**src/rtl/eth_pkg.sv**
```systemverilog
// Shared RMII MAC definitions: dibit codes, CRC-32 constants, frame limits, rx state encoding.
// The byte-wide CRC step feeds data LSB-first into an MSB-first register, matching the transmitter.
package eth_pkg;

  localparam logic [1:0]  PREAMBLE_0x5   = 2'b01;
  localparam logic [1:0]  SFD_0xD        = 2'b11;
  localparam logic [31:0] CRC_RESIDUE    = 32'hC704_DD7B;
  localparam logic [31:0] CRC_POLY       = 32'h04C1_1DB7;
  localparam logic [31:0] CRC_INIT       = 32'hFFFF_FFFF;
  localparam logic [10:0] FRAME_MAX_SIZE = 11'd1518;
  localparam logic [10:0] RUNT_SIZE      = 11'd64;

  typedef enum logic [2:0] {
    RX_IDLE,
    RX_PRE,
    RX_DATA,
    RX_SKIP,
    RX_HOLD
  } rx_state_t;

  function automatic logic [31:0] crc32_byte(input logic [31:0] c, input logic [7:0] d);
    logic [31:0] r;
    logic        fb;
    r = c;
    for (int i = 0; i < 8; i++) begin
      fb = r[31] ^ d[i];
      r  = {r[30:0], 1'b0} ^ (fb ? CRC_POLY : 32'd0);
    end
    return r;
  endfunction

endpackage

```
**src/rtl/eth_rx_if.sv**
```systemverilog
// RMII receive, RAM write and result handshake bundle; master is the receiver, slave the PHY/consumer side.
// The result is held by the receiver until the consumer acknowledges it.
interface eth_rx_if;
  logic [1:0]  i_eth_data;
  logic        i_eth_crs_dv;
  logic [7:0]  o_ram_data;
  logic [10:0] o_ram_adr;
  logic        o_ram_we;
  logic        o_rx_valid;
  logic        i_rx_ack;
  logic [10:0] o_rx_size;
  logic        o_crc_ok;
  logic        o_err_align;
  logic        o_err_len;
  logic        o_drop;

  modport master (
    input  i_eth_data, i_eth_crs_dv, i_rx_ack,
    output o_ram_data, o_ram_adr, o_ram_we, o_rx_valid, o_rx_size,
           o_crc_ok, o_err_align, o_err_len, o_drop
  );

  modport slave (
    output i_eth_data, i_eth_crs_dv, i_rx_ack,
    input  o_ram_data, o_ram_adr, o_ram_we, o_rx_valid, o_rx_size,
           o_crc_ok, o_err_align, o_err_len, o_drop
  );
endinterface

```
**src/rtl/crc.sv**
```systemverilog
// Byte-wide CRC-32 register shared with the transmitter; one byte per enabled cycle.
// Result visible the cycle after i_en; i_init takes priority over i_en.
module crc
  import eth_pkg::*;
(
  input  logic        i_clk,
  input  logic        i_rst,
  input  logic        i_init,
  input  logic        i_en,
  input  logic [7:0]  i_data,
  output logic [31:0] o_crc
);

  always_ff @(posedge i_clk or posedge i_rst) begin
    if (i_rst)       o_crc <= CRC_INIT;
    else if (i_init) o_crc <= CRC_INIT;
    else if (i_en)   o_crc <= crc32_byte(o_crc, i_data);
  end

endmodule

```
**src/rtl/eth_rx.sv**
```systemverilog
// RMII receiver: strips preamble/SFD, writes bytes to RAM from address 0, checks CRC-32 and reports the result.
// Writes land 1 cycle after each 4th dibit, result 2 cycles after CRS_DV drops; frames arriving while a result is unacknowledged are dropped.
module eth_rx
  import eth_pkg::*;
(
  input  logic     i_clk,
  input  logic     i_rst,
  eth_rx_if.master bus
);

  rx_state_t   state;
  logic        armed, ending, trunc, misalign, dropping, crc_init;
  logic [1:0]  dcnt;
  logic [5:0]  byte_sh;
  logic [10:0] adr;
  logic [31:0] crc_val;

  logic [1:0]  dibit;
  logic        dv, ack, pre_start, res_crc_ok, res_len;

  assign dibit      = bus.i_eth_data;
  assign dv         = bus.i_eth_crs_dv;
  assign ack        = bus.i_rx_ack;
  assign pre_start  = dv && (dibit == PREAMBLE_0x5);
  assign res_crc_ok = (crc_val == CRC_RESIDUE);
  assign res_len    = trunc || (adr < RUNT_SIZE);

  // The RAM write strobe doubles as the CRC feed, so the CRC lags the write by one cycle.
  crc u_crc (
    .i_clk  (i_clk),
    .i_rst  (i_rst),
    .i_init (crc_init),
    .i_en   (bus.o_ram_we),
    .i_data (bus.o_ram_data),
    .o_crc  (crc_val)
  );

  always_ff @(posedge i_clk or posedge i_rst) begin
    if (i_rst) begin
      state           <= RX_IDLE;
      armed           <= 1'b0;
      ending          <= 1'b0;
      trunc           <= 1'b0;
      misalign        <= 1'b0;
      dropping        <= 1'b0;
      crc_init        <= 1'b0;
      dcnt            <= 2'd0;
      byte_sh         <= 6'd0;
      adr             <= 11'd0;
      bus.o_ram_data  <= 8'd0;
      bus.o_ram_adr   <= 11'd0;
      bus.o_ram_we    <= 1'b0;
      bus.o_rx_valid  <= 1'b0;
      bus.o_rx_size   <= 11'd0;
      bus.o_crc_ok    <= 1'b0;
      bus.o_err_align <= 1'b0;
      bus.o_err_len   <= 1'b0;
      bus.o_drop      <= 1'b0;
    end else begin
      bus.o_ram_we <= 1'b0;
      bus.o_drop   <= 1'b0;
      crc_init     <= 1'b0;
      if (!dv) armed <= 1'b1;

      case (state)
        RX_IDLE: if (armed && pre_start) state <= RX_PRE;

        RX_PRE: begin
          if (!dv) begin
            state <= RX_IDLE;
          end else if (dibit == SFD_0xD) begin
            state    <= RX_DATA;
            crc_init <= 1'b1;
            adr      <= 11'd0;
            dcnt     <= 2'd0;
            ending   <= 1'b0;
            trunc    <= 1'b0;
            misalign <= 1'b0;
          end else if (dibit != PREAMBLE_0x5) begin
            state <= RX_SKIP;
            trunc <= 1'b0;
          end
        end

        RX_DATA: begin
          if (ending) begin
            state           <= RX_HOLD;
            bus.o_rx_valid  <= 1'b1;
            bus.o_rx_size   <= adr;
            bus.o_crc_ok    <= res_crc_ok;
            bus.o_err_align <= misalign;
            bus.o_err_len   <= res_len;
          end else if (!dv) begin
            ending   <= 1'b1;
            misalign <= (dcnt != 2'd0);
          end else if (adr == FRAME_MAX_SIZE) begin
            trunc <= 1'b1;
            state <= RX_SKIP;
          end else begin
            dcnt <= dcnt + 2'd1;
            case (dcnt)
              2'd0: byte_sh[1:0] <= dibit;
              2'd1: byte_sh[3:2] <= dibit;
              2'd2: byte_sh[5:4] <= dibit;
              default: begin
                bus.o_ram_we   <= 1'b1;
                bus.o_ram_data <= {dibit, byte_sh};
                bus.o_ram_adr  <= adr;
                adr            <= adr + 11'd1;
              end
            endcase
          end
        end

        RX_SKIP: begin
          if (!dv) begin
            if (trunc) begin
              state           <= RX_HOLD;
              bus.o_rx_valid  <= 1'b1;
              bus.o_rx_size   <= adr;
              bus.o_crc_ok    <= res_crc_ok;
              bus.o_err_align <= misalign;
              bus.o_err_len   <= res_len;
            end else begin
              state <= RX_IDLE;
            end
          end
        end

        RX_HOLD: begin
          if (ack) begin
            bus.o_rx_valid <= 1'b0;
            dropping       <= 1'b0;
            trunc          <= 1'b0;
            // A frame already being dropped must not be picked up halfway through.
            if (dropping && dv)                     state <= RX_SKIP;
            else if (armed && pre_start && !dropping) state <= RX_PRE;
            else                                    state <= RX_IDLE;
          end else if (!dv) begin
            dropping <= 1'b0;
          end else if (pre_start && !dropping) begin
            dropping   <= 1'b1;
            bus.o_drop <= 1'b1;
          end
        end

        default: state <= RX_IDLE;
      endcase
    end
  end

endmodule

```
**src/flat_wrapper.sv**
```systemverilog
// flat-port wrapper written by rule: the top's interface ports become plain ports
module eth_rx_flat import eth_pkg::*;
  (i_clk, i_rst, bus_i_eth_data, bus_i_eth_crs_dv, bus_i_rx_ack, bus_o_ram_data, bus_o_ram_adr, bus_o_ram_we, bus_o_rx_valid, bus_o_rx_size, bus_o_crc_ok, bus_o_err_align, bus_o_err_len, bus_o_drop);
  eth_rx_if bus_i ();
  input  logic i_clk;
  input  logic i_rst;
  input wire logic [$bits(bus_i.i_eth_data)-1:0] bus_i_eth_data;
  input wire logic [$bits(bus_i.i_eth_crs_dv)-1:0] bus_i_eth_crs_dv;
  input wire logic [$bits(bus_i.i_rx_ack)-1:0] bus_i_rx_ack;
  output wire logic [$bits(bus_i.o_ram_data)-1:0] bus_o_ram_data;
  output wire logic [$bits(bus_i.o_ram_adr)-1:0] bus_o_ram_adr;
  output wire logic [$bits(bus_i.o_ram_we)-1:0] bus_o_ram_we;
  output wire logic [$bits(bus_i.o_rx_valid)-1:0] bus_o_rx_valid;
  output wire logic [$bits(bus_i.o_rx_size)-1:0] bus_o_rx_size;
  output wire logic [$bits(bus_i.o_crc_ok)-1:0] bus_o_crc_ok;
  output wire logic [$bits(bus_i.o_err_align)-1:0] bus_o_err_align;
  output wire logic [$bits(bus_i.o_err_len)-1:0] bus_o_err_len;
  output wire logic [$bits(bus_i.o_drop)-1:0] bus_o_drop;
  assign bus_i.i_eth_data = bus_i_eth_data;
  assign bus_i.i_eth_crs_dv = bus_i_eth_crs_dv;
  assign bus_i.i_rx_ack = bus_i_rx_ack;
  assign bus_o_ram_data = bus_i.o_ram_data;
  assign bus_o_ram_adr = bus_i.o_ram_adr;
  assign bus_o_ram_we = bus_i.o_ram_we;
  assign bus_o_rx_valid = bus_i.o_rx_valid;
  assign bus_o_rx_size = bus_i.o_rx_size;
  assign bus_o_crc_ok = bus_i.o_crc_ok;
  assign bus_o_err_align = bus_i.o_err_align;
  assign bus_o_err_len = bus_i.o_err_len;
  assign bus_o_drop = bus_i.o_drop;
  eth_rx u_core (.i_clk(i_clk), .i_rst(i_rst), .bus(bus_i));
endmodule
```
**config.mk**
```make
export PLATFORM = sky130hd
export DESIGN_NAME = eth_rx_flat
export DESIGN_NICKNAME = d
export VERILOG_FILES = /design/src/rtl/eth_pkg.sv /design/src/rtl/eth_rx_if.sv /design/src/rtl/crc.sv /design/src/rtl/eth_rx.sv /design/src/flat_wrapper.sv
export SDC_FILE = /design/constraint.sdc
export NUM_CORES = 1
export LEC_CHECK = 0
export BUFFER_PORTS_ARGS = -buffer_cell sky130_fd_sc_hd__buf_4
export CORE_MARGIN = 4
export CORE_UTILIZATION = 30
export CTS_BUF_LIST = sky130_fd_sc_hd__clkbuf_4 sky130_fd_sc_hd__clkbuf_8
export CTS_CLUSTER_DIAMETER = 150
export DETAILED_ROUTE_END_ITERATION = 10
export HOLD_SLACK_MARGIN = 0.1
export SYNTH_ARGS = -nofsm -noshare
export SYNTH_HDL_FRONTEND = slang
export SYNTH_SLANG_ARGS = --single-unit
```
**constraint.sdc**
```tcl
create_clock -name i_clk -period 2.75 [get_ports i_clk]
set_input_delay 0.55 -clock i_clk [delete_from_list [all_inputs] [get_ports i_clk]]
set_output_delay 0.55 -clock i_clk [all_outputs]
set_load 0.05 [all_outputs]
```
==> results of run 1 <==
-- path summary, 6_finish.rpt --
path / to / cells past startpoint / startpoint
max: u_core.bus.o_ram_adr[9] / 6 / u_core.state[0]
min: u_core.byte_sh[3] / 2 / i_rst
max reg2reg: u_core.bus.o_ram_adr[9] / 6 / u_core.state[0]
min reg2reg: u_core.bus.o_ram_data[5] / 1 / u_core.byte_sh[5]
max in group asynchronous: u_core.u_crc.o_crc[15] / 3 / i_rst
min in group i_clk: u_core.state[2] / 2 / bus_i_rx_ack
-- layout make-up --
| type | instances | area, um^2 | area share (%) |
|---|---|---|---|
| tap | 220 | 275 | 4.57 |
| inverter | 7 | 30.0 | 0.498 |
| multi-input combinational | 324 | 2600 | 43.1 |
| clock buffer | 9 | 124 | 2.06 |
| clock inverter | 7 | 114 | 1.89 |
| timing repair buffer | 54 | 443 | 7.35 |
| sequential | 96 | 2440 | 40.5 |
-- cells by family (layout without fill, tap and decap cells) --
family | Yosys count | count (layout)
xor gates and xnor gates | 75 | 75
buffers and inverters | 30 | 77
and+or+nand+nor | 135 | 135
AOI/OAI and AO/OA | 66 | 66
muxes | 42 | 42
adders and majority gates | 6 | 6
DFF | 96 | 96
-- synthesized netlist by cell type (all sizes together), types with 3 or more instances --
| cell type | n | area [um^2] |
|---|---|---|
| or2 | 14 | 87.6 |
| a211o | 4 | 35.0 |
| xnor2 | 53 | 603 |
| nor3 | 13 | 65.1 |
| o31ai | 3 | 22.5 |
| clkbuf | 16 | 60.1 |
| buf | 7 | 53.8 |
| nand3 | 5 | 30.0 |
| dfrtp | 64 | 1600 |
| a21oi | 32 | 164 |
| ha | 6 | 75.1 |
| nand4 | 5 | 31.3 |
| inv | 7 | 26.3 |
| nor4 | 7 | 58.8 |
| nor2b | 5 | 31.3 |
| mux2i | 3 | 30.0 |
| and2 | 4 | 25.0 |
| dfstp | 32 | 841 |
| nor2 | 40 | 153 |
| xor2 | 21 | 199 |
| nand2b | 8 | 50.1 |
| o21ai | 9 | 45.0 |
| nor4b | 7 | 61.3 |
| mux2 | 39 | 503 |
| nand2 | 13 | 48.8 |
| nand4b | 3 | 26.3 |
| and3 | 3 | 18.8 |
-- critical path, stage by stage, from the launching register on --
cell,delay [ps]
sky130_fd_sc_hd__dfrtp_1,520
sky130_fd_sc_hd__nor2_1,290
sky130_fd_sc_hd__nand3_2,240
sky130_fd_sc_hd__nor2_2,310
sky130_fd_sc_hd__and2_1,190
sky130_fd_sc_hd__buf_4,260
sky130_fd_sc_hd__mux2_4,330
-- where the power goes --
| group | internal, W | total, W | switching [W] |
|---|---|---|---|
| clock | 0.000532 | 0.00109 | 0.000560 |
| combinational | 0.00164 | 0.00333 | 0.00169 |
| sequential | 0.00192 | 0.00233 | 0.000411 |
| total | 0.00409 | 0.00675 | 0.00266 |
-- per-stage QoR --
step                cells  hold slack, ps  total power [W]  setup slack [ps]
global route          717             296          0.00723               347
detailed placement    701             483          0.00569               506
finish                717             264          0.00675               508
floorplan             450             448          0.00500               699
CTS                   717             274          0.00683               498
global placement      701             474          0.00566               581
-- layer usage --
metal | routed length [um] | vias to the layer above
li1 | - | 1645
met1 | 5120 | 1703
met2 | 5740 | 47
met3 | 390 | 18
met4 | 187 | 0
met5 | 0 | -
-- registers in the layout, summed over array words and instances, names as in the netlist, 2 cells and up --
signal / flops
u_core.bus.o_ram_adr: 11
u_core.dcnt: 2
u_core.state: 3
u_core.byte_sh: 6
u_core.adr: 11
u_core.bus.o_ram_data: 8
u_core.u_crc.o_crc: 32
u_core.bus.o_rx_size: 11
==> Flow_metrics.wiki, run 1 <==
{| class="wikitable"
! Metric !! Value
|-
| Io pins || between 40 and 50
|-
| Summed instance area of the synthesized netlist || 5180 um^2
|-
| Max-slew violation total from the final report || 0
|-
| Worst Path Max Fanout || 13
|-
| Fraction of the yosys area taken by sequential cells || between 40% and 50%
|-
| Bufs on Longest Clock Path || 2
|-
| Share of synthesized registers carrying an async set or reset || 100%
|-
| Clock root buffer || sky130_fd_sc_hd__clkbuf_8
|-
| Layout cells sized above 1 || 34.2%
|-
| Effective utilization at floorplan || 30.9%
|-
| Detail Placement HPWL || between 8000 and 9000 um
|-
| Endpoint type of the worst setup path || register
|-
| Fmax || 0.446 GHz
|-
| Run status || complete, no violations
|-
| Unrepaired setup endpoints after global routing || false
|-
| Met3 usage || 3.19%
|-
| CP Data Arrival Time || 2530 ps
|-
| Area fraction in compound gates after synthesis || 7.94%
|-
| Total number of H-tree levels || 3
|-
| Number of failing hold endpoints at the final stage || 0
|-
| Via count of the first global-routing pass || between 3k and 4k
|-
| Wire length of the first global-routing pass || between 15,000 and 20,000 um
|-
| Post-CTS setup buffers || 0
|-
| Critical path startpoint category || register
|-
| Setup violators final || 0
|-
| Unique cell type count in the Yosys netlist || 60
|-
| Worst min-delay path category || input port to asynchronous set/reset pin
|-
| Pin count of the biggest net entering global routing || 38
|-
| DR vias || 3,413
|-
| Core Util, Final || 36.0%
|-
| Instance area at placement || 5790 um^2
|-
| Vertical die dimension || around 140 um
|-
| Site Rows || 47
|-
| Net count after synthesis || 462
|-
| Final-layout setup total negative slack || 0 ps
|-
| TritonRoute pass-1 iters || 4
|-
| Die width || 139 um
|-
| Max cap viols || 0
|-
| Clock period minus worst slack || 2240 ps
|-
| Critical path class || register to register
|-
| DRT iter0 DRCs || 237
|-
| Average wire per cell in the routed design || 15.9 um
|-
| CORE AREA || 16,800 um^2
|-
| Number of warnings printed during yosys synthesis || 0
|-
| Number of buffers inserted during clock tree synthesis || 9
|-
| Worst max-slew margin expressed relative to the limit || between 40% and 50%
|-
| Fin Clk Skew || 13.9 ps
|-
| Worst slew pin tran || slightly below 800 ps
|-
| # nets final || just over 500
|-
| Met2 track demand over resource || 20.1%
|-
| Commonest cells after routing, fill and taps aside || sky130_fd_sc_hd__dfrtp_1 (64), sky130_fd_sc_hd__buf_4 (51), sky130_fd_sc_hd__xnor2_1 (42), sky130_fd_sc_hd__nor2_1 (39), sky130_fd_sc_hd__dfstp_2 (32)
|-
| Mean number of vias per cell || 4.76
|-
| Gr busiest metal || met2
|-
| Most frequent standard cell in the layout excluding fill and tap cells || sky130_fd_sc_hd__dfrtp_1
|-
| EDFF count, synth || 0
|-
| Total Routing Usage GR || 12.3%
|-
| Synthesized area per cell || 11.5 um^2
|-
| DRT Wirelength || 11,400 um
|-
| # DRC || 0
|-
| Ant. Diodes || 0
|-
| Fill count || 1,662
|-
| DIE AREA || 19,400 um^2
|-
| Met1 GRT Util || 16.1%
|-
| Power Density || 1120 nW/um^2
|-
| CTS Sinks || 96
|-
| Synthesized-area fraction occupied by and/or/nand/nor cells || 14.6%
|-
| Req. time, crit path || slightly above 3000 ps
|-
| Post-route antenna net violation count || 0
|-
| CTS tree || yes
|-
| Main combinational cell family by area after synthesis || XOR/XNOR gates
|-
| Most instantiated flip-flop cell in the synthesis netlist || sky130_fd_sc_hd__dfrtp_1
|-
| Synthesized-area fraction occupied by adder cells || 1.45%
|-
| Worst IR Drop VDD || 0.000517 V
|-
| Hold buffers post-CTS || 0
|-
| Final cycle utilization of the critical path || 81.5%
|-
| Post-Layout Inst Area || roughly 6000 um^2
|-
| Count of mapped cells out of synthesis || 450
|-
| Overall overflow remaining after global route || 0
|-
| Multiplexer fraction of the synthesized cell area || 10.3%
|-
| Worst reg-to-reg setup slack || 510 ps
|-
| Clock transition time at the flip-flop clock pins of the worst setup and hold paths || 100 ps
|-
| Clock latency on the worst-skew pair || 390 ps
|-
| Initial antenna violation count || 0
|-
| Final weighted congestion in routability-driven placement || between 0.8 and 0.9
|-
| Total of buffers placed on input and output ports || 41
|-
| Leakage power of the design || about 2.5 nW
|-
| Share of the synthesized netlist area taken by xor and xnor gates || 15.9%
|-
| Relative area change from synthesis to final layout || 16.3%
|-
| Count of cells resized by post-cts repair || 0
|-
| Number of register bits inferred by synthesis || 96
|}
No activity file was read; power rests on OpenSTA's default activity.
==> inputs of run 2 (changes only) <==
==> constraint.sdc (replaced) <==
create_clock -name i_clk -period 2.15 [get_ports i_clk]
set_input_delay 0.43 -clock i_clk [delete_from_list [all_inputs] [get_ports i_clk]]
set_output_delay 0.43 -clock i_clk [all_outputs]
set_load 0.05 [all_outputs]
==> run 2 against run 1 <==
Compared with the run above:
- clock power increased by 13%
- power increased by 27%
- cell area grew 0.50%
- routed wire length shrank 0.50%
- largest power group unchanged
- hold slack worse by 130 ps
- utilization up 0.18 points
- die area unchanged
==> Flow_metrics.wiki, run 2 (same netlist as run 1, synthesis figures left out) <==
{| class="wikitable"
! Metric !! Value
|-
| Leakage power of the design || 2.58 nW (+1.1%)
|-
| Ant. Diodes || 0 (unchanged)
|-
| Critical path class || register to register
|-
| Hold buffers post-CTS || 0 (unchanged)
|-
| Run status || complete, no violations
|-
| Logic depth of the worst setup path including buffers || 5 (-1)
|-
| Final-layout setup total negative slack || 0 ps (unchanged)
|-
| Commonest cells after routing, fill and taps aside || sky130_fd_sc_hd__dfrtp_1 (64), sky130_fd_sc_hd__buf_4 (59), sky130_fd_sc_hd__xnor2_1 (42), sky130_fd_sc_hd__nor2_1 (39), sky130_fd_sc_hd__dfstp_2 (32)
|-
| Count of cells resized by post-cts repair || 0 (unchanged)
|-
| # DRC || 0 (unchanged)
|-
| Clock transition time at the flip-flop clock pins of the worst setup and hold paths || 100 ps (about the same)
|-
| Effective utilization at floorplan || 30.9% (unchanged)
|-
| Clock period minus worst slack || 1930 ps (-312 ps)
|-
| Worst hold slack after final layout || 138 ps (-126 ps)
|-
| Setup violators final || 0 (unchanged)
|-
| Initial antenna violation count || 0 (unchanged)
|-
| Critical path startpoint category || register
|-
| Post-CTS setup buffers || 0 (unchanged)
|-
| Critical-path top delay cell || sky130_fd_sc_hd__xnor2_2
|-
| Cells along the critical path || xnor2_2 > xnor2_1 > xor2_1 > and3_1 > a2111o_1
|-
| Endpoint type of the worst setup path || register
|-
| Multi-input logic area || 2600 um^2 (unchanged)
|-
| CORE AREA || 16,800 um^2 (unchanged)
|-
| Fmax || 0.518 GHz (+16%)
|-
| Fill count || 1,650 (-0.72%)
|-
| CTS tree || yes
|-
| Clock root buffer || sky130_fd_sc_hd__clkbuf_8
|-
| Max cap viols || 0 (unchanged)
|-
| Depth of the worst register-to-register path || 5 (-1)
|-
| Worst max-slew margin expressed relative to the limit || 55.0% (+8.9 points)
|-
| Number of failing hold endpoints at the final stage || 0 (unchanged)
|-
| Io pins || 42 (unchanged)
|-
| Clock latency on the worst-skew pair || 380 ps (about the same)
|-
| Worst min-delay path category || input port to asynchronous set/reset pin
|-
| Worst slew pin tran || 674 ps (-115 ps)
|-
| Instance area at placement || 5850 um^2 (+1.0%)
|-
| Final cycle utilization of the critical path || 89.8% (+8.2 points)
|-
| Mean number of vias per cell || 4.70 (-1.4%)
|-
| CP Data Arrival Time || 2230 ps (-300 ps)
|-
| Worst IR Drop VDD || 0.000630 V (+22%)
|-
| Via count of the first global-routing pass || 3,516 (+1.4%)
|-
| Worst Path Max Fanout || 7 (-6)
|-
| Worst path bufs/invs || 0 (-1)
|-
| Wire length of the first global-routing pass || 18,800 um (-1.6%)
|-
| Most frequent standard cell in the layout excluding fill and tap cells || sky130_fd_sc_hd__dfrtp_1
|-
| Largest stage delay on the critical path || 450 ps (-70 ps)
|-
| Fin Clk Skew || 16.8 ps (+2.89 ps)
|-
| Req. time, crit path || 2450 ps (-580 ps)
|-
| Average wire per cell in the routed design || 15.7 um (-1.6%)
|-
| Post-Layout Inst Area || 6060 um^2 (+0.50%)
|-
| Max-slew violation total from the final report || 0 (unchanged)
|-
| # nets final || 512 (+1.6%)
|-
| Post-route antenna net violation count || 0 (unchanged)
|-
| Site Rows || 47 (unchanged)
|-
| Final weighted congestion in routability-driven placement || 0.851 (+0.18%)
|-
| Die width || 139 um (unchanged)
|-
| Bufs on Longest Clock Path || 2 (unchanged)
|-
| Number of flip-flops under the largest register name || 32 (unchanged)
|-
| Total of buffers placed on input and output ports || 41 (unchanged)
|-
| Core Util, Final || 36.1% (+0.18 points)
|-
| Largest delay contributor family on the critical path || XOR/XNOR gates
|-
| Relative area change from synthesis to final layout || 16.9%
|-
| DR vias || 3,404 (-0.26%)
|-
| CTS Sinks || 96 (unchanged)
|-
| TritonRoute pass-1 iters || 5 (+1)
|-
| Overall power consumption || 0.00856 W (+27%)
|-
| Pin count of the biggest net entering global routing || 43 (+13%)
|-
| DRT iter0 DRCs || 172 (-27%)
|-
| Reg with most FFs || u_core.u_crc.o_crc
|-
| DRT Wirelength || 11,400 um (-0.50%)
|-
| Total number of H-tree levels || 3 (unchanged)
|-
| Power Density || 1410 nW/um^2 (+26%)
|-
| Unrepaired setup endpoints after global routing || false
|-
| Sequential cell area || 2440 um^2 (unchanged)
|-
| Layout cells sized above 1 || 35.2% (+1.0 points)
|-
| DIE AREA || 19,400 um^2 (unchanged)
|-
| Total Routing Usage GR || 12.0% (-0.29 points)
|-
| Overall overflow remaining after global route || 0 (unchanged)
|-
| Vertical die dimension || 139 um (unchanged)
|-
| Number of buffers inserted during clock tree synthesis || 9 (unchanged)
|-
| Detail Placement HPWL || 8230 um (-1.5%)
|}
==> run 2: changes by cell type in the layout (fill, tap and decap cells not counted) <==
cell,previous run,this run
sky130_fd_sc_hd__buf_4,51,59
sky130_fd_sc_hd__clkbuf_4,0,2
sky130_fd_sc_hd__bufinv_16,2,1
sky130_fd_sc_hd__clkbuf_8,9,10
sky130_fd_sc_hd__clkinv_8,1,0
sky130_fd_sc_hd__clkinvlp_4,1,2
sky130_fd_sc_hd__inv_6,1,0
sky130_fd_sc_hd__inv_8,1,0
==> run 2: routing by layer <==
| layer | wire, um | part of all wire (%) | up-vias | track usage, % |
|---|---|---|---|---|
| li1 | - | - | 1650 | - |
| met1 | 5220 | 46 | 1682 | 15.9 |
| met2 | 5570 | 49 | 59 | 19.6 |
| met3 | 426 | 3.7 | 13 | 3.09 |
| met4 | 158 | 1.4 | 0 | 3.55 |
| met5 | 0 | 0 | - | 0 |
==> run 2: layout make-up <==
| class | count | area share [%] |
|---|---|---|
| multi-input cells | 324 | 42.9 |
| clock inverters | 4 | 0.909 |
| inverters | 7 | 0.496 |
| flip-flops and latches | 96 | 40.3 |
| well taps | 220 | 4.54 |
| repair buffers | 62 | 8.30 |
| clock buffers | 12 | 2.52 |
==> run 2: power breakdown <==
group | internal, W | switching [W]
Combinational | 0.00214 | 0.00222
Clock | 0.000600 | 0.000634
Sequential | 0.00246 | 0.000507
Total | 0.00520 | 0.00336
==> run 2: path summary, 6_finish.rpt <==
kind	from	slack, ps	end
worst max-delay path	u_core.bus.o_ram_data[0]	220	u_core.u_crc.o_crc[15]
worst min-delay path	i_rst	140	u_core.byte_sh[2]
worst max register to register	u_core.bus.o_ram_data[0]	220	u_core.u_crc.o_crc[15]
worst min register to register	u_core.dropping	500	u_core.bus.o_drop
max in group asynchronous	i_rst	1390	u_core.u_crc.o_crc[18]
min in group i_clk	bus_i_rx_ack	240	u_core.state[2]
==> run 2: stage by stage <==
stage                     setup WS, ps  instances
final                              220        725
after global routing              73.3        725
after global placement             249        709
after detailed placement           209        709
after floorplan                   99.2        450
after CTS                          193        725
==> run 2: worst register-to-register path, cell delays in order (launching register included) <==
cell	delay [ps]
sky130_fd_sc_hd__dfrtp_1	430
sky130_fd_sc_hd__xnor2_2	450
sky130_fd_sc_hd__xnor2_1	220
sky130_fd_sc_hd__xor2_1	190
sky130_fd_sc_hd__and3_1	200
sky130_fd_sc_hd__a2111o_1	370
==> inputs of run 3 (changes only) <==
--- a/config.mk
+++ b/config.mk
@@ -6,6 +6,7 @@
 export NUM_CORES = 1
 export LEC_CHECK = 0
 export BUFFER_PORTS_ARGS = -buffer_cell sky130_fd_sc_hd__buf_4
+export CORE_ASPECT_RATIO = 1.5
 export CORE_MARGIN = 4
 export CORE_UTILIZATION = 30
 export CTS_BUF_LIST = sky130_fd_sc_hd__clkbuf_4 sky130_fd_sc_hd__clkbuf_8
==> run 3 against run 2 <==
Compared with the run above:
- critical path depth stayed put
- non-clock buffer count up 5
- cell area about the same
- hold slack gained 120 ps
- fmax shrank 3.4%
- largest power group unchanged
==> Flow_metrics.wiki, run 3 (same netlist as run 1, synthesis figures left out) <==
{| class="wikitable"
! Metric !! Value
|-
| Run status || complete, no violations
|-
| Power Density || 1420 nW/um^2 (+0.46%)
|-
| Endpoint type of the worst setup path || register
|-
| Commonest cells after routing, fill and taps aside || sky130_fd_sc_hd__buf_4 (64), sky130_fd_sc_hd__dfrtp_1 (64), sky130_fd_sc_hd__xnor2_1 (42), sky130_fd_sc_hd__nor2_1 (39), sky130_fd_sc_hd__dfstp_2 (32)
|-
| Detail Placement HPWL || 9060 um (+10%)
|-
| Effective utilization at floorplan || 30.8% (-0.14 points)
|-
| Relative area change from synthesis to final layout || 16.9% (about the same)
|-
| Clock root buffer || sky130_fd_sc_hd__clkbuf_8
|-
| Met1 GRT Util || 15.5% (-0.42 points)
|-
| Critical-path top delay cell || sky130_fd_sc_hd__xnor2_2
|-
| Overall power consumption || 0.00860 W (+0.48%)
|-
| # nets final || 517 (+0.98%)
|-
| Io pins || 42 (unchanged)
|-
| Layout cells sized above 1 || 35.7% (+0.44 points)
|-
| Met3 usage || 2.40% (-0.69 points)
|-
| Worst slew pin tran || 708 ps (+33.6 ps)
|-
| Worst max-slew margin expressed relative to the limit || 52.2% (-2.8 points)
|-
| Bufs on Longest Clock Path || 2 (unchanged)
|-
| Worst IR Drop VDD || 0.000820 V (+30%)
|-
| Number of buffers inserted during clock tree synthesis || 9 (unchanged)
|-
| Cells on Worst Hold Path || 2
|-
| DRT Wirelength || 12,100 um (+6.4%)
|-
| Number of flip-flops under the largest register name || 32 (unchanged)
|-
| Fin Clk Skew || 20.4 ps (+3.58 ps)
|-
| Clock latency on the worst-skew pair || 390 ps (about the same)
|-
| Site Rows || 58 (+23%)
|-
| Max-slew violation total from the final report || 0 (unchanged)
|-
| Leakage power of the design || 2.59 nW (+0.55%)
|-
| Cells along the critical path || xnor2_2 > xnor2_1 > xor2_1 > and3_1 > a2111o_1
|-
| Clock transition time at the flip-flop clock pins of the worst setup and hold paths || 100 ps (about the same)
|-
| Total number of H-tree levels || 3 (unchanged)
|-
| Critical path startpoint category || register
|-
| Core Util, Final || 36.0% (-0.16 points)
|-
| Max cap viols || 0 (unchanged)
|-
| Fill count || 1,664 (+0.85%)
|-
| Post-Layout Inst Area || 6060 um^2 (about the same)
|-
| CTS Sinks || 96 (unchanged)
|-
| Instance area at placement || 5850 um^2 (about the same)
|-
| TritonRoute pass-1 iters || 4 (-1)
|-
| Post-CTS setup buffers || 0 (unchanged)
|-
| Average wire per cell in the routed design || 16.8 um (+7.1%)
|-
| Vertical die dimension || 169 um (+21%)
|-
| CP Data Arrival Time || 2300 ps (+70 ps)
|-
| Via count of the first global-routing pass || 3,601 (+2.4%)
|-
| Total of buffers placed on input and output ports || 41 (unchanged)
|-
| Wire length of the first global-routing pass || 19,900 um (+5.5%)
|-
| Gr busiest metal || met2
|-
| Worst Path Max Fanout || 5 (-2)
|-
| Worst reg-to-reg setup slack || 150 ps (-70 ps)
|-
| Unrepaired setup endpoints after global routing || false
|-
| Post-route antenna net violation count || 0 (unchanged)
|-
| Post-route non-filler standard cell count || 720 (-0.69%)
|-
| Setup violators final || 0 (unchanged)
|-
| Final-layout setup total negative slack || 0 ps (unchanged)
|-
| Hold EP || u_core.state[2]
|-
| Worst path bufs/invs || 0 (unchanged)
|-
| Hold path start || bus_i_rx_ack
|-
| Largest delay contributor family on the critical path || XOR/XNOR gates
|-
| DR vias || 3,491 (+2.6%)
|-
| Logic depth of the worst setup path including buffers || 5 (unchanged)
|-
| Count of cells resized by post-cts repair || 0 (unchanged)
|-
| Critical path class || register to register
|-
| Pin count of the biggest net entering global routing || 50 (+16%)
|-
| Final cycle utilization of the critical path || 92.9% (+3.2 points)
|-
| Final weighted congestion in routability-driven placement || 0.935 (+9.9%)
|-
| Met2 track demand over resource || 22.8% (+3.3 points)
|-
| Depth of the worst register-to-register path || 5 (unchanged)
|-
| Req. time, crit path || 2450 ps (about the same)
|-
| Placed cell count || 703 (-0.85%)
|-
| Fmax || 0.500 GHz (-3.4%)
|-
| Overall overflow remaining after global route || 0 (unchanged)
|-
| Initial antenna violation count || 0 (unchanged)
|-
| Ant. Diodes || 0 (unchanged)
|-
| Capture point of the worst reg-to-reg path || u_core.u_crc.o_crc[15]
|-
| Largest stage delay on the critical path || 510 ps (+60 ps)
|-
| Worst flop-to-flop path startpoint || u_core.bus.o_ram_data[4]
|-
| # DRC || 0 (unchanged)
|-
| DRT iter0 DRCs || 179 (+4.1%)
|-
| Worst min-delay path category || input port to register
|-
| Clock period minus worst slack || 2000 ps (+68.3 ps)
|-
| Reg with most FFs || u_core.u_crc.o_crc
|-
| DIE AREA || 19,500 um^2 (+0.22%)
|-
| Mean number of vias per cell || 4.85 (+3.3%)
|-
| CTS tree || yes
|-
| Die width || 115 um (-17%)
|-
| Total Routing Usage GR || 13.1% (+1.1 points)
|-
| CORE AREA || 16,800 um^2 (+0.46%)
|-
| Number of failing hold endpoints at the final stage || 0 (unchanged)
|}
## run 3: per-layer routing
metal	up-vias	wire [um]
li1	1661	-
met2	73	6410
met4	0	357
met5	-	0
met1	1735	4900
met3	22	443
## run 3: worst max path at each step
stage	start	endpoint
after floorplan	u_core.bus.o_ram_data[4]	u_core.u_crc.o_crc[15]
after global placement	u_core.bus.o_ram_data[3]	u_core.u_crc.o_crc[5]
after detailed placement	u_core.bus.o_ram_data[4]	u_core.u_crc.o_crc[15]
after CTS	u_core.bus.o_ram_data[4]	u_core.u_crc.o_crc[15]
after global routing	u_core.bus.o_ram_data[4]	u_core.u_crc.o_crc[15]
final	u_core.bus.o_ram_data[4]	u_core.u_crc.o_crc[15]
## run 3: report_power, final
| group | leakage, nW | total, W | switching [W] | internal (W) |
|---|---|---|---|---|
| Combinational | 1.29 | 0.00442 | 0.00224 | 0.00217 |
| Clock | 0.0991 | 0.00118 | 0.000714 | 0.000462 |
| Sequential | 1.20 | 0.00301 | 0.000548 | 0.00246 |
## run 3: area by class of cell
cell class,instances,area [um^2],share of cell area (%)
Timing Repair Buffer,67,531,8.76
Multi-Input combinational cell,324,2600,42.9
Clock buffer,10,131,2.17
Inverter,7,30.0,0.496
Clock inverter,6,62.6,1.03
Tap cell,210,263,4.34
Sequential cell,96,2440,40.3
## run 3: metrics by stage
stage	setup slack, ps	hold WS (ps)
final	152	260
after global routing	32.4	241
after floorplan	99.2	448
after CTS	131	237
after detailed placement	154	383
after global placement	190	380
## run 3: timing repair
item | in CTS | in global routing
endpoints found under the hold margin | 5 | 0
setup endpoints to repair | 0 | 0
hold buffers | 1 | 0
